[src/rtl/rf_wb_arbiter_pkg.sv]
// rtl/rf_wb_arbiter_pkg.sv - shared constants for the register-file write-back arbiter
package rf_wb_arbiter_pkg;

  localparam int XLEN           = 32;
  localparam int NREG           = 32;
  localparam int REG_AW         = $clog2(NREG);
  localparam int STARVE_LIM_DEF = 4;
  localparam int STARVE_CW      = 4;

  localparam logic [REG_AW-1:0] REG_ZERO = 5'd0;

endpackage

[src/rtl/rf_wb_arbiter_if.sv]
// rtl/rf_wb_arbiter_if.sv - producer handshakes and register-file write port bundle
interface rf_wb_arbiter_if #(
  parameter int XLEN = rf_wb_arbiter_pkg::XLEN,
  parameter int AW   = rf_wb_arbiter_pkg::REG_AW
) ();

  logic            alu_valid_i;
  logic [AW-1:0]   alu_wa_i;
  logic [XLEN-1:0] alu_wd_i;
  logic            alu_ready_o;

  logic            lsu_valid_i;
  logic [AW-1:0]   lsu_wa_i;
  logic [XLEN-1:0] lsu_wd_i;
  logic            lsu_ready_o;

  logic            rf_we_o;
  logic [AW-1:0]   rf_wa_o;
  logic [XLEN-1:0] rf_wd_o;

  modport master (
    output alu_valid_i, alu_wa_i, alu_wd_i,
    input  alu_ready_o,
    output lsu_valid_i, lsu_wa_i, lsu_wd_i,
    input  lsu_ready_o,
    input  rf_we_o, rf_wa_o, rf_wd_o
  );

  modport slave (
    input  alu_valid_i, alu_wa_i, alu_wd_i,
    output alu_ready_o,
    input  lsu_valid_i, lsu_wa_i, lsu_wd_i,
    output lsu_ready_o,
    output rf_we_o, rf_wa_o, rf_wd_o
  );

endinterface

[src/rtl/rf_scoreboard.sv]
// rtl/rf_scoreboard.sv - per-register pending-write bits with two hazard read ports
module rf_scoreboard #(
  parameter int NREG = rf_wb_arbiter_pkg::NREG
) (
  input  logic                    clk,
  input  logic                    rst,
  input  logic                    i_set_en,
  input  logic [$clog2(NREG)-1:0] i_set_addr,
  input  logic                    i_clr_en,
  input  logic [$clog2(NREG)-1:0] i_clr_addr,
  input  logic [$clog2(NREG)-1:0] i_ra1,
  input  logic [$clog2(NREG)-1:0] i_ra2,
  output logic                    o_hazard
);
  import rf_wb_arbiter_pkg::*;

  logic [NREG-1:0] r_busy;
  logic [NREG-1:0] w_busy_nxt;

  // Set is applied after clear so a newly issued producer wins a same-cycle commit.
  always_comb begin
    w_busy_nxt = r_busy;
    if (i_clr_en) w_busy_nxt[i_clr_addr] = 1'b0;
    if (i_set_en) w_busy_nxt[i_set_addr] = 1'b1;
    w_busy_nxt[0] = 1'b0;
  end

  always_ff @(posedge clk) begin
    if (rst) r_busy <= '0;
    else     r_busy <= w_busy_nxt;
  end

  assign o_hazard = r_busy[i_ra1] | r_busy[i_ra2];

endmodule

[src/rtl/rf_wb_arbiter.sv]
// rtl/rf_wb_arbiter.sv - ALU/LSU write-back arbiter with starvation guard and RAW scoreboard
module rf_wb_arbiter #(
  parameter int XLEN       = rf_wb_arbiter_pkg::XLEN,
  parameter int NREG       = rf_wb_arbiter_pkg::NREG,
  parameter int STARVE_LIM = rf_wb_arbiter_pkg::STARVE_LIM_DEF
) (
  input  logic                    clk,
  input  logic                    rst,
  rf_wb_arbiter_if.slave          bus,
  input  logic                    issue_i,
  input  logic [$clog2(NREG)-1:0] issue_rd_i,
  input  logic [$clog2(NREG)-1:0] chk_ra1_i,
  input  logic [$clog2(NREG)-1:0] chk_ra2_i,
  output logic                    hazard_o
);
  import rf_wb_arbiter_pkg::*;

  localparam int AW = $clog2(NREG);

  logic [STARVE_CW-1:0] r_starve_cnt;
  logic                 r_we;
  logic [AW-1:0]        r_wa;
  logic [XLEN-1:0]      r_wd;

  logic            w_force_alu;
  logic            w_alu_xfer;
  logic            w_lsu_xfer;
  logic            w_wr;
  logic [AW-1:0]   w_sel_wa;
  logic [XLEN-1:0] w_sel_wd;

  // LSU has priority unless the ALU has been refused STARVE_LIM times in a row.
  assign w_force_alu     = (r_starve_cnt == STARVE_CW'(STARVE_LIM));
  assign bus.lsu_ready_o = !w_force_alu;
  assign bus.alu_ready_o = w_force_alu || !bus.lsu_valid_i;

  assign w_alu_xfer = bus.alu_valid_i && bus.alu_ready_o;
  assign w_lsu_xfer = bus.lsu_valid_i && bus.lsu_ready_o;
  assign w_sel_wa   = w_alu_xfer ? bus.alu_wa_i : bus.lsu_wa_i;
  assign w_sel_wd   = w_alu_xfer ? bus.alu_wd_i : bus.lsu_wd_i;
  assign w_wr       = (w_alu_xfer || w_lsu_xfer) && (w_sel_wa != REG_ZERO);

  always_ff @(posedge clk) begin
    if (rst) begin
      r_starve_cnt <= '0;
      r_we         <= 1'b0;
      r_wa         <= '0;
      r_wd         <= '0;
    end else begin
      r_we <= w_wr;
      if (w_wr) begin
        r_wa <= w_sel_wa;
        r_wd <= w_sel_wd;
      end
      if (!bus.alu_valid_i || w_alu_xfer)
        r_starve_cnt <= '0;
      else if (!w_force_alu)
        r_starve_cnt <= r_starve_cnt + STARVE_CW'(1);
    end
  end

  assign bus.rf_we_o = r_we;
  assign bus.rf_wa_o = r_wa;
  assign bus.rf_wd_o = r_wd;

  // The committing write clears its busy bit at the edge where rf_we_o is seen.
  rf_scoreboard #(.NREG(NREG)) u_scoreboard (
    .clk        (clk),
    .rst        (rst),
    .i_set_en   (issue_i),
    .i_set_addr (issue_rd_i),
    .i_clr_en   (r_we),
    .i_clr_addr (r_wa),
    .i_ra1      (chk_ra1_i),
    .i_ra2      (chk_ra2_i),
    .o_hazard   (hazard_o)
  );

endmodule

[src/flat_wrapper.sv]
// flat-port wrapper written by rule: the top's interface ports become plain ports
module rf_wb_arbiter_flat import rf_wb_arbiter_pkg::*;
#(
  parameter int XLEN       = rf_wb_arbiter_pkg::XLEN,
  parameter int NREG       = rf_wb_arbiter_pkg::NREG,
  parameter int STARVE_LIM = rf_wb_arbiter_pkg::STARVE_LIM_DEF
)
  (clk, rst, issue_i, issue_rd_i, chk_ra1_i, chk_ra2_i, hazard_o, bus_alu_valid_i, bus_alu_wa_i, bus_alu_wd_i, bus_alu_ready_o, bus_lsu_valid_i, bus_lsu_wa_i, bus_lsu_wd_i, bus_lsu_ready_o, bus_rf_we_o, bus_rf_wa_o, bus_rf_wd_o);
  rf_wb_arbiter_if #(.XLEN(XLEN), .AW(5)) bus_i ();
  input  logic clk;
  input  logic rst;
  input  logic issue_i;
  input  logic [$clog2(NREG)-1:0] issue_rd_i;
  input  logic [$clog2(NREG)-1:0] chk_ra1_i;
  input  logic [$clog2(NREG)-1:0] chk_ra2_i;
  output logic hazard_o;
  input wire logic [$bits(bus_i.alu_valid_i)-1:0] bus_alu_valid_i;
  input wire logic [$bits(bus_i.alu_wa_i)-1:0] bus_alu_wa_i;
  input wire logic [$bits(bus_i.alu_wd_i)-1:0] bus_alu_wd_i;
  output wire logic [$bits(bus_i.alu_ready_o)-1:0] bus_alu_ready_o;
  input wire logic [$bits(bus_i.lsu_valid_i)-1:0] bus_lsu_valid_i;
  input wire logic [$bits(bus_i.lsu_wa_i)-1:0] bus_lsu_wa_i;
  input wire logic [$bits(bus_i.lsu_wd_i)-1:0] bus_lsu_wd_i;
  output wire logic [$bits(bus_i.lsu_ready_o)-1:0] bus_lsu_ready_o;
  output wire logic [$bits(bus_i.rf_we_o)-1:0] bus_rf_we_o;
  output wire logic [$bits(bus_i.rf_wa_o)-1:0] bus_rf_wa_o;
  output wire logic [$bits(bus_i.rf_wd_o)-1:0] bus_rf_wd_o;
  assign bus_i.alu_valid_i = bus_alu_valid_i;
  assign bus_i.alu_wa_i = bus_alu_wa_i;
  assign bus_i.alu_wd_i = bus_alu_wd_i;
  assign bus_alu_ready_o = bus_i.alu_ready_o;
  assign bus_i.lsu_valid_i = bus_lsu_valid_i;
  assign bus_i.lsu_wa_i = bus_lsu_wa_i;
  assign bus_i.lsu_wd_i = bus_lsu_wd_i;
  assign bus_lsu_ready_o = bus_i.lsu_ready_o;
  assign bus_rf_we_o = bus_i.rf_we_o;
  assign bus_rf_wa_o = bus_i.rf_wa_o;
  assign bus_rf_wd_o = bus_i.rf_wd_o;
  rf_wb_arbiter #(.XLEN(XLEN), .NREG(NREG), .STARVE_LIM(STARVE_LIM)) u_core (.clk(clk), .rst(rst), .bus(bus_i), .issue_i(issue_i), .issue_rd_i(issue_rd_i), .chk_ra1_i(chk_ra1_i), .chk_ra2_i(chk_ra2_i), .hazard_o(hazard_o));
endmodule
[config.mk]
export PLATFORM = sky130hd
export DESIGN_NAME = rf_wb_arbiter_flat
export DESIGN_NICKNAME = d
export VERILOG_FILES = /design/src/rtl/rf_wb_arbiter_pkg.sv /design/src/rtl/rf_wb_arbiter_if.sv /design/src/rtl/rf_scoreboard.sv /design/src/rtl/rf_wb_arbiter.sv /design/src/flat_wrapper.sv
export SDC_FILE = /design/constraint.sdc
export NUM_CORES = 1
export LEC_CHECK = 0
export CAP_MARGIN = 20
export CORE_MARGIN = 5
export CORE_UTILIZATION = 31
export CTS_BUF_LIST = sky130_fd_sc_hd__clkbuf_4
export CTS_CLUSTER_SIZE = 16
export DETAILED_ROUTE_END_ITERATION = 7
export PLACE_DENSITY = 0.54
export SLEW_MARGIN = 20
export SYNTH_ARGS = -nofsm -noshare
export SYNTH_HDL_FRONTEND = slang
export SYNTH_SLANG_ARGS = --single-unit
[constraint.sdc]
create_clock -name clk -period 5.19 [get_ports clk]
set_clock_uncertainty 0.1 [all_clocks]
set_input_delay 0.519 -clock clk [delete_from_list [all_inputs] [get_ports clk]]
set_output_delay 0.519 -clock clk [all_outputs]
set_load 0.005 [all_outputs]
==> results of run 1 <==
[power by group through the flow]
stage               Sequential (uW)  Combinational (uW)  Clock (uW)
global placement                623                 279           0
detailed placement              623                 281           0
floorplan                       619                 133           0
global route                    616                 301         398
CTS                             612                 282         370
finish                          611                 278         359
[routing by layer]
metal / track usage, % / up-vias
met2: 25.42 / 130
li1: - / 1714
met3: 7.650 / 14
met4: 4.479 / 0
met1: 19.21 / 1660
met5: 0 / -
[stage by stage]
stage / util [%] / instances / instance area (sq um) / total power [uW]
final: 43.42 / 701 / 5413 / 1248
after global placement: 42.35 / 685 / 5279 / 901.8
after detailed placement: 42.35 / 685 / 5279 / 903.8
after CTS: 43.42 / 701 / 5413 / 1263
after global routing: 43.42 / 701 / 5413 / 1315
after floorplan: - / 407 / 3905 / 752.1
[flip-flops by register name, indices dropped and copies added, names as in the netlist]
signal,count
u_core.u_scoreboard.r_busy,31
u_core.bus.rf_wa_o,5
u_core.bus.rf_wd_o,32
u_core.bus.rf_we_o,1
u_core.r_starve_cnt,4
[logic make-up after synthesis]
family / Yosys count / synth area share [%]
simple gates: 135 / 17.27
compound gates: 109 / 20.70
flops: 73 / 37.42
mux: 52 / 17.88
buf+inv: 34 / 5.639
xor+xnor: 2 / 0.4487
fa+ha+maj: 2 / 0.6407
[worst max-delay path by stage]
stage            startpoint  endpoint  slack [ns]  cells past startpoint
3_5_place_dp   chk_ra2_i[0]  hazard_o        1.81                      6
5_1_grt        chk_ra2_i[1]  hazard_o        1.74                      7
4_1_cts        chk_ra2_i[0]  hazard_o        1.81                      6
2_1_floorplan  chk_ra2_i[1]  hazard_o        2.81                      6
6_report       chk_ra2_i[0]  hazard_o        1.84                      6
3_3_place_gp   chk_ra1_i[0]  hazard_o        1.84                      7
[Yosys cell counts (2+ instances only)]
cell type   n  share of area (%)
nor3b_1     5               0.96
or4_1       2               0.38
nor2b_1     4               0.64
buf_6       2               0.58
nand3_1    11                1.4
dfxtp_1    73                 37
clkbuf_1   18                1.7
mux2i_1    36                9.2
and2_4      2               0.45
nand2_1    42                4.0
inv_1       3               0.29
a21oi_1    32                4.1
nor2_1     44                4.2
mux2_2      2               0.58
o21ai_1     8                1.0
mux4_2     14                8.1
and3_1      2               0.32
buf_12      4                2.1
ha_1        2               0.64
and3b_1     4               0.90
a211oi_2   30                9.6
buf_2       6               0.77
nand3b_1    8                1.5
a211oi_1    3               0.58
a31oi_1     5               0.80
o21ai_0    25                3.2
nand2b_1    3               0.48
[cell type report]
cell class                      instances  area [sq um]  area share (%)
Timing Repair Buffer                  136          1351           24.97
Clock buffer                           12         90.09           1.664
Inverter                                4         20.02          0.3699
Tap cell                              172         215.2           3.976
Multi-Input combinational cell        300          2231           41.22
Sequential cell                        73          1461           27.00
Clock inverter                          4         43.79          0.8091
==> flow_summary_export.csv, run 1 <==
group,metric,value,unit
outcome,outcome,"finished clean",
pwr,p_comb_share,22.3,%
pwr,p_leak,0.001865,uW
clock_network,cts_tree,"yes",
clock_network,clockRootBuffer,"clkbuf_4",
synthesis,ys_seq_area_share,37.42,%
global_routing,grt_pass1_vias,3531,
clock_network,cts_hold_buf,0,
critical_path,cp-start-kind,"primary input",
cells_and_area,fill_cells,1238,
sta,setup_slack,1.835,ns
sta,min_period,3.355,ns
clock_network,cts_setup_buffers,0,
place,place.gp.congestion,0.8606,
cells_and_area,fin_nets,620,
global_routing,grt_usage,15.94,%
sta,setup_violations,0,
pwr,pwr-share-clk,28.8,%
critical_path,cp_cell_sequence,"clkdlybuf4s50_1, mux4_2, mux2_2, a31oi_1, o2111ai_1, clkdlybuf4s50_1",
critical_path,crit_family,"buffers and inverters",
detailed_routing,via_count,3518,
detailed_routing,met2WireLength,5459,microns
synthesis,synthCells,407,
critical_path,cpPeakStageDelay,0.64,ns
floorplan,num_io_pins,135,
pwr,switchingPower,338.8,uW
synthesis,synth_fp_nets,503,
sta,fin_crit_sh,64.64,%
synthesis,syn_avg_cell_area,9.595,sq um
detailed_routing,top_layer,"met4",
sta,hold_viol_final,0,
detailed_routing,drc_errors,0,
pwr,power.internal,909.0,uW
detailed_routing,met3_length,1272,microns
clock_network,h-tree-depth,3,
sta,rsz0062_at_grt,"no",
worst_hold_path,min_from,"u_core.r_starve_cnt[0]",
detailed_routing,m1WireLength,4913,microns
critical_path,r2r_slack,2.77,ns
critical_path,cpMostUsedCell,"clkdlybuf4s50_1",
critical_path,path_buf_inv,2,
floorplan,start_util,31.33,%
detailed_routing,drt-wirelength-per-cell,16.88,microns
critical_path,rr_endpoint,"u_core.bus.rf_wd_o[4]",
cells_and_area,syn_to_final_growth,38.61,%
sta,worstMarginPinSlew,0.9736,ns
floorplan,die_area,0.01494,sq mm
detailed_routing,wl,11830,microns
run,maxCapViolCount,0,
clock_network,path_clk_slew,0.10,ns
critical_path,required,4.57,ns
sta,setup_tns,0,ns
global_routing,grt_pass1_wl,18740,microns
global_routing,grt_max_degree,61,
clock_network,cts_buffers,9,
clock_network,clockBufferDepth,2,
critical_path,worstSetupEndpointType,"output port",
critical_path,crit_fanout,5,
cells_and_area,final_common_cell,"clkdlybuf4s50_1",
detailed_routing,first_pass_iters,4,
global_routing,antenna_found_initial,0,
synthesis,synth_cell_types,44,
detailed_routing,via_per_inst,5.019,
synthesis,synth-edff-count,0,
synthesis,synth_flop_cell,"dfxtp_1",
sta,maxSlewViolCount,0,
worst_hold_path,holdCritPathClass,"flip-flop to flip-flop",
clock_network,clock_latency,0.42,ns
worst_hold_path,whs_path_depth,1,
global_routing,grt-ovfl-total,0,
synthesis,ys_ff_latch,73,
pwr,peakVddDrop,0.09420,mV
place,pre_cts_slack,1.811,ns
critical_path,crit_slowest_cell,"clkdlybuf4s50_1",
synthesis,synth-warning-count,0,
pwr,pwr_density_cell,230.5,mW/mm^2
floorplan,die_w,122.2,microns
place,port_buffers,134,
sta,timing.hold.ws,0.3721,ns
floorplan,fp-row-count,41,
place,place_hpwl,8923,microns
synthesis,ys_async_sr_fraction,0,%
floorplan,core,0.01247,sq mm
critical_path,path_class,"primary input to output port",
detailed_routing,drtAntennaViolNets,0,
critical_path,reg2regPathDepth,8,
sta,maxClockFrequency,298.1,MHz
pwr,p_seq_share,49.0,%
sta,slew_headroom,34.95,%
clock_network,cts_resized,0,
critical_path,cp.arrival,2.74,ns
floorplan,die_h,122.2,microns
critical_path,r2r_start,"u_core.r_starve_cnt[0]",
clock_network,cts.sinks,73,
cells_and_area,drive_gt1_share,13.61,%
synthesis,syn_area,0.003905,sq mm
cells_and_area,n_antenna_cell,0,
worst_hold_path,hold_end,"u_core.r_starve_cnt[0]",
cells_and_area,layout_common_cells,"clkdlybuf4s50_1 (133), dfxtp_1 (73), nor2_1 (44), nand2_1 (42), mux2i_1 (36)",
detailed_routing,drt_iter0_markers,190,
pwr,netSwitchingFraction,27.15,%
(Power assumes the default switching activity.)
==> run 2, diff against run 1 <==
--- a/config.mk
+++ b/config.mk
@@ -11,7 +11,7 @@
 export CTS_BUF_LIST = sky130_fd_sc_hd__clkbuf_4
 export CTS_CLUSTER_SIZE = 16
 export DETAILED_ROUTE_END_ITERATION = 7
-export PLACE_DENSITY = 0.54
+export PLACE_DENSITY = 0.57
 export SLEW_MARGIN = 20
 export SYNTH_ARGS = -nofsm -noshare
 export SYNTH_HDL_FRONTEND = slang
==> constraint.sdc (replaced) <==
create_clock -name clk -period 2.7 [get_ports clk]
set_clock_uncertainty 0.1 [all_clocks]
set_input_delay 0.27 -clock clk [delete_from_list [all_inputs] [get_ports clk]]
set_output_delay 0.27 -clock clk [all_outputs]
set_load 0.005 [all_outputs]
==> flow_summary_export.csv, run 2 (synthesis gave the netlist of run 1 again) <==
group,metric,value,unit
critical_path,crit_slowest_cell,"clkdlybuf4s50_1",
global_routing,grt-ovfl-total,0,
cells_and_area,largest_reg_flops,32,
global_routing,grt_pass1_wl,19310,microns
critical_path,worstSetupEndpointType,"output port",
sta,setup_violations,0,
clock_network,cts_buffers,9,
cells_and_area,syn_to_final_growth,44.38,%
worst_hold_path,hold_end,"u_core.bus.rf_wd_o[19]",
clock_network,cts.sinks,73,
worst_hold_path,holdCritPathClass,"primary input to flip-flop",
critical_path,r2r_start,"u_core.r_starve_cnt[0]",
clock_network,h-tree-depth,3,
detailed_routing,first_pass_iters,4,
critical_path,r2r_slack,0.53,ns
detailed_routing,drt-wirelength-per-cell,16.79,microns
cells_and_area,n_antenna_cell,0,
floorplan,start_util,31.33,%
sta,slew_headroom,51.31,%
detailed_routing,drtAntennaViolNets,0,
clock_network,clockRootBuffer,"clkbuf_4",
pwr,power,2697,uW
clock_network,path_clk_slew,0.13,ns
sta,timing.hold.ws,0.3122,ns
sta,fin_crit_sh,85.31,%
sta,setup_tns,0,ns
cells_and_area,fin_nets,632,
cells_and_area,layout_common_cells,"clkdlybuf4s50_1 (128), dfxtp_1 (72), nor2_1 (44), nand2_1 (42), mux2i_1 (36)",
place,place_hpwl,9216,microns
critical_path,cp-start-kind,"flip-flop",
sta,worstMarginPinSlew,0.7276,ns
worst_hold_path,min_from,"rst",
cells_and_area,utilization,45.23,%
critical_path,required,2.33,ns
clock_network,clockBufferDepth,2,
worst_hold_path,whs_path_depth,2,
floorplan,fp-row-count,41,
run,maxCapViolCount,0,
clock_network,clock_latency,0.40,ns
floorplan,core,0.01247,sq mm
critical_path,cp_cell_sequence,"inv_1, ha_1, nand3b_4, and2_4, inv_6, clkdlybuf4s50_1",
critical_path,rr_endpoint,"u_core.bus.rf_wd_o[30]",
detailed_routing,drt_iter0_markers,193,
sta,rsz0062_at_grt,"no",
global_routing,grt_max_degree,32,
global_routing,antenna_found_initial,0,
floorplan,die_area,0.01494,sq mm
floorplan,num_io_pins,135,
clock_network,cts_setup_buffers,0,
global_routing,grt_usage,16.40,%
detailed_routing,via_count,3525,
critical_path,path_class,"flip-flop to output port",
detailed_routing,drc_errors,0,
floorplan,die_h,122.2,microns
outcome,outcome,"finished clean",
detailed_routing,via_per_inst,4.951,
place,port_buffers,134,
place,place.gp.congestion,0.8339,
sta,min_period,2.303,ns
sta,maxClockFrequency,434.1,MHz
critical_path,crit_fanout,8,
pwr,p_leak,0.001999,uW
cells_and_area,drive_gt1_share,15.74,%
clock_network,cts_tree,"yes",
cells_and_area,final_common_cell,"clkdlybuf4s50_1",
floorplan,die_w,122.2,microns
detailed_routing,wl,11950,microns
critical_path,reg2regPathDepth,8,
pwr,peakVddDrop,0.2723,mV
critical_path,cpPeakStageDelay,0.52,ns
sta,hold_viol_final,0,
pwr,pwr_density_cell,478.3,mW/mm^2
global_routing,grt_pass1_vias,3778,
sta,maxSlewViolCount,0,
critical_path,cp.arrival,1.93,ns
[run 2: cell count changes in the layout (fill, tap and decap cells not counted), sizes merged, moves of 3 or more]
cell	change
buf	+12
bufinv	+3
clkdlybuf4s50	-5
dlygate4sd2	+3
[run 2: worst max-delay path: cells and delay by family (launching register included)]
kind	cells	cell delay, ns
flops	1	0.35
fa+ha+maj	1	0.19
buf+inv	3	0.66
simple gates	2	0.33
[run 2: worst max-delay path by stage]
| stage | startpoint | to | slack (ns) | depth (start not counted) |
|---|---|---|---|---|
| finish | u_core.r_starve_cnt[0] | bus_alu_ready_o | 0.40 | 6 |
| floorplan | u_core.r_starve_cnt[0] | u_core.bus.rf_wd_o[10] | 0.78 | 11 |
| CTS | u_core.u_scoreboard.r_busy[26] | hazard_o | 0.06 | 5 |
| global route | u_core.r_starve_cnt[0] | bus_alu_ready_o | 0.26 | 6 |
| detailed placement | chk_ra2_i[0] | hazard_o | -0.11 | 6 |
| global placement | chk_ra2_i[0] | hazard_o | -0.12 | 6 |
[run 2: area by class of cell]
class	instances	area [sq um]
Fill cell	1188	6828
Multi-Input combinational cell	300	2231
Timing Repair Buffer	148	1505
Tap cell	172	215.2
Sequential cell	73	1463
Inverter	4	20.02
Clock buffer	10	75.07
Clock inverter	5	128.9
[run 2: layer usage]
layer	vias to the layer above	wire (microns)	global-route usage, %	share of wire, %
li1	1733	-	-	-
met1	1647	4964	19.51	42
met2	133	5719	27.17	48
met3	12	1133	6.636	9.5
met4	0	135	5.038	1.1
met5	-	0	0	0
[run 2: what timing repair did]
| item | CTS | global route |
|---|---|---|
| hold buffers | 0 | 0 |
| gates cloned | 0 | 0 |
| resized for setup | 3 | 3 |
| setup endpoints to repair | 1 | 1 |
[run 2: metrics by stage]
step | cells | area, sq um | setup WS (ns)
global placement | 697 | 5431 | -0.1182
floorplan | 407 | 3905 | 0.7834
CTS | 712 | 5632 | 0.06131
finish | 712 | 5638 | 0.3965
global route | 712 | 5638 | 0.2619
detailed placement | 697 | 5431 | -0.1107
[run 2: power by group]
part           total [uW]  switching, uW  internal [uW]
Sequential           1170           42.5           1130
Clock                 963            393            570
Combinational         558            233            326
Total                2700            668           2030
==> run 3, diff against run 2 <==
--- a/config.mk
+++ b/config.mk
@@ -11,7 +11,7 @@
 export CTS_BUF_LIST = sky130_fd_sc_hd__clkbuf_4
 export CTS_CLUSTER_SIZE = 16
 export DETAILED_ROUTE_END_ITERATION = 7
-export PLACE_DENSITY = 0.57
+export PLACE_DENSITY = 0.54
 export SLEW_MARGIN = 20
 export SYNTH_ARGS = -nofsm -noshare
 export SYNTH_HDL_FRONTEND = slang
==> constraint.sdc (replaced) <==
create_clock -name clk -period 2.6 [get_ports clk]
set_clock_uncertainty 0.1 [all_clocks]
set_input_delay 0.26 -clock clk [delete_from_list [all_inputs] [get_ports clk]]
set_output_delay 0.26 -clock clk [all_outputs]
set_load 0.005 [all_outputs]
==> flow_summary_export.csv, run 3 (synthesis gave the netlist of run 1 again) <==
group,metric,value,unit
clock_network,clock_latency,0.41,ns
clock_network,clockBufferDepth,2,
floorplan,num_io_pins,135,
floorplan,die_w,122.2,microns
sta,setup_violations,0,
detailed_routing,drt-wirelength-per-cell,16.58,microns
clock_network,cts.sinks,73,
pwr,peakVddDrop,0.2607,mV
sta,slew_headroom,55.47,%
pwr,power,2472,uW
worst_hold_path,holdCritPathClass,"primary input to flip-flop",
sta,fin_crit_sh,93.26,%
place,port_buffers,134,
cells_and_area,layout_common_cells,"clkdlybuf4s50_1 (129), dfxtp_1 (72), nor2_1 (44), nand2_1 (42), mux2i_1 (36)",
cells_and_area,final_area,0.005587,sq mm
sta,rsz0062_at_grt,"no",
cells_and_area,drive_gt1_share,16.30,%
global_routing,grt_max_degree,35,
critical_path,path_class,"primary input to output port",
floorplan,start_util,31.33,%
place,place.gp.congestion,0.8517,
cells_and_area,utilization,44.82,%
clock_network,cts_tree,"yes",
sta,hold_viol_final,0,
place,post_dp_cell_area,0.005464,sq mm
cells_and_area,largest_reg_flops,32,
detailed_routing,via_count,3569,
global_routing,antenna_found_initial,0,
floorplan,die_area,0.01494,sq mm
global_routing,grt-ovfl-total,0,
critical_path,required,2.24,ns
run,maxCapViolCount,0,
global_routing,grt_usage,16.49,%
cells_and_area,final_common_cell,"clkdlybuf4s50_1",
global_routing,grt_pass1_vias,3787,
pwr,pwr_density_cell,442.4,mW/mm^2
clock_network,cts_buffers,9,
detailed_routing,drt_iter0_markers,218,
cells_and_area,syn_to_final_growth,43.06,%
sta,maxClockFrequency,412.4,MHz
critical_path,crit_fanout,3,
outcome,outcome,"finished clean",
sta,min_period,2.425,ns
clock_network,clockRootBuffer,"clkbuf_4",
clock_network,path_clk_slew,0.10,ns
clock_network,cts_hold_buf,0,
detailed_routing,drtAntennaViolNets,0,
cells_and_area,n_antenna_cell,0,
critical_path,cp-start-kind,"primary input",
detailed_routing,wl,11900,microns
floorplan,fp-row-count,41,
global_routing,grt_pass1_wl,19400,microns
floorplan,core,0.01247,sq mm
cells_and_area,fill_cells,1186,
sta,worstMarginPinSlew,0.6654,ns
detailed_routing,first_pass_iters,4,
sta,setup_tns,0,ns
critical_path,cp.arrival,2.06,ns
cells_and_area,fin_nets,638,
sta,maxSlewViolCount,0,
critical_path,worstSetupEndpointType,"output port",
place,place_hpwl,9260,microns
clock_network,h-tree-depth,3,
floorplan,die_h,122.2,microns
detailed_routing,drc_errors,0,
pwr,p_leak,0.001971,uW
detailed_routing,via_per_inst,4.971,
## run 3: what timing repair did
action / 4_1_cts / 5_1_grt
resized for setup: 6 / 0
hold endpoints to repair: 0 / 0
endpoints found under the setup margin: 1 / 0
setup buffers: 0 / 0
## run 3: where the power goes
group | internal [uW] | switching (uW)
clock | 290 | 378
combinational | 342 | 241
sequential | 1180 | 44.8
## run 3: critical path, cell delays in order
cell and delay, ns:
clkdlybuf4s50_1 0.55, mux4_2 0.51, mux2i_1 0.19, nand3b_1 0.09
nand3_1 0.09, o2111ai_1 0.09, dlygate4sd2_1 0.27
## run 3: stage by stage
stage | setup WS [ns] | cells | hold slack (ns)
2_1_floorplan | 0.6834 | 407 | 0.3195
3_3_place_gp | -0.1446 | 703 | 0.3468
3_5_place_dp | -0.1593 | 703 | 0.3542
4_1_cts | 0.1542 | 718 | 0.1722
5_1_grt | 0.03892 | 718 | 0.1963
6_report | 0.1753 | 718 | 0.1878
## run 3: per-layer routing
metal	up-vias	routed length, microns	GRT usage, %
li1	1756	-	-
met1	1660	4742	18.94
met2	136	5751	27.93
met3	17	1231	6.452
met4	0	177	5.808
met5	-	0	0
## run 3: worst paths after layout
path | from | end | slack [ns] | cells after the start
setup / recovery | chk_ra1_i[3] | hazard_o | 0.18 | 7
setup reg to reg | u_core.r_starve_cnt[0] | u_core.bus.rf_wd_o[8] | 0.38 | 8
hold reg to reg | u_core.r_starve_cnt[0] | u_core.r_starve_cnt[0] | 0.38 | 1
hold / removal | rst | u_core.bus.rf_we_o | 0.19 | 2
## run 3: area by class of cell
| cell class | count | area [sq um] | share of cell area [%] |
|---|---|---|---|
| Clock buffer | 10 | 75.07 | 1.344 |
| Clock inverter | 5 | 47.55 | 0.8511 |
| Inverter | 4 | 20.02 | 0.3583 |
| Multi-Input combinational cell | 300 | 2231 | 39.93 |
| Sequential cell | 73 | 1463 | 26.18 |
| Tap cell | 172 | 215.2 | 3.852 |
| Timing Repair Buffer | 154 | 1535 | 27.48 |
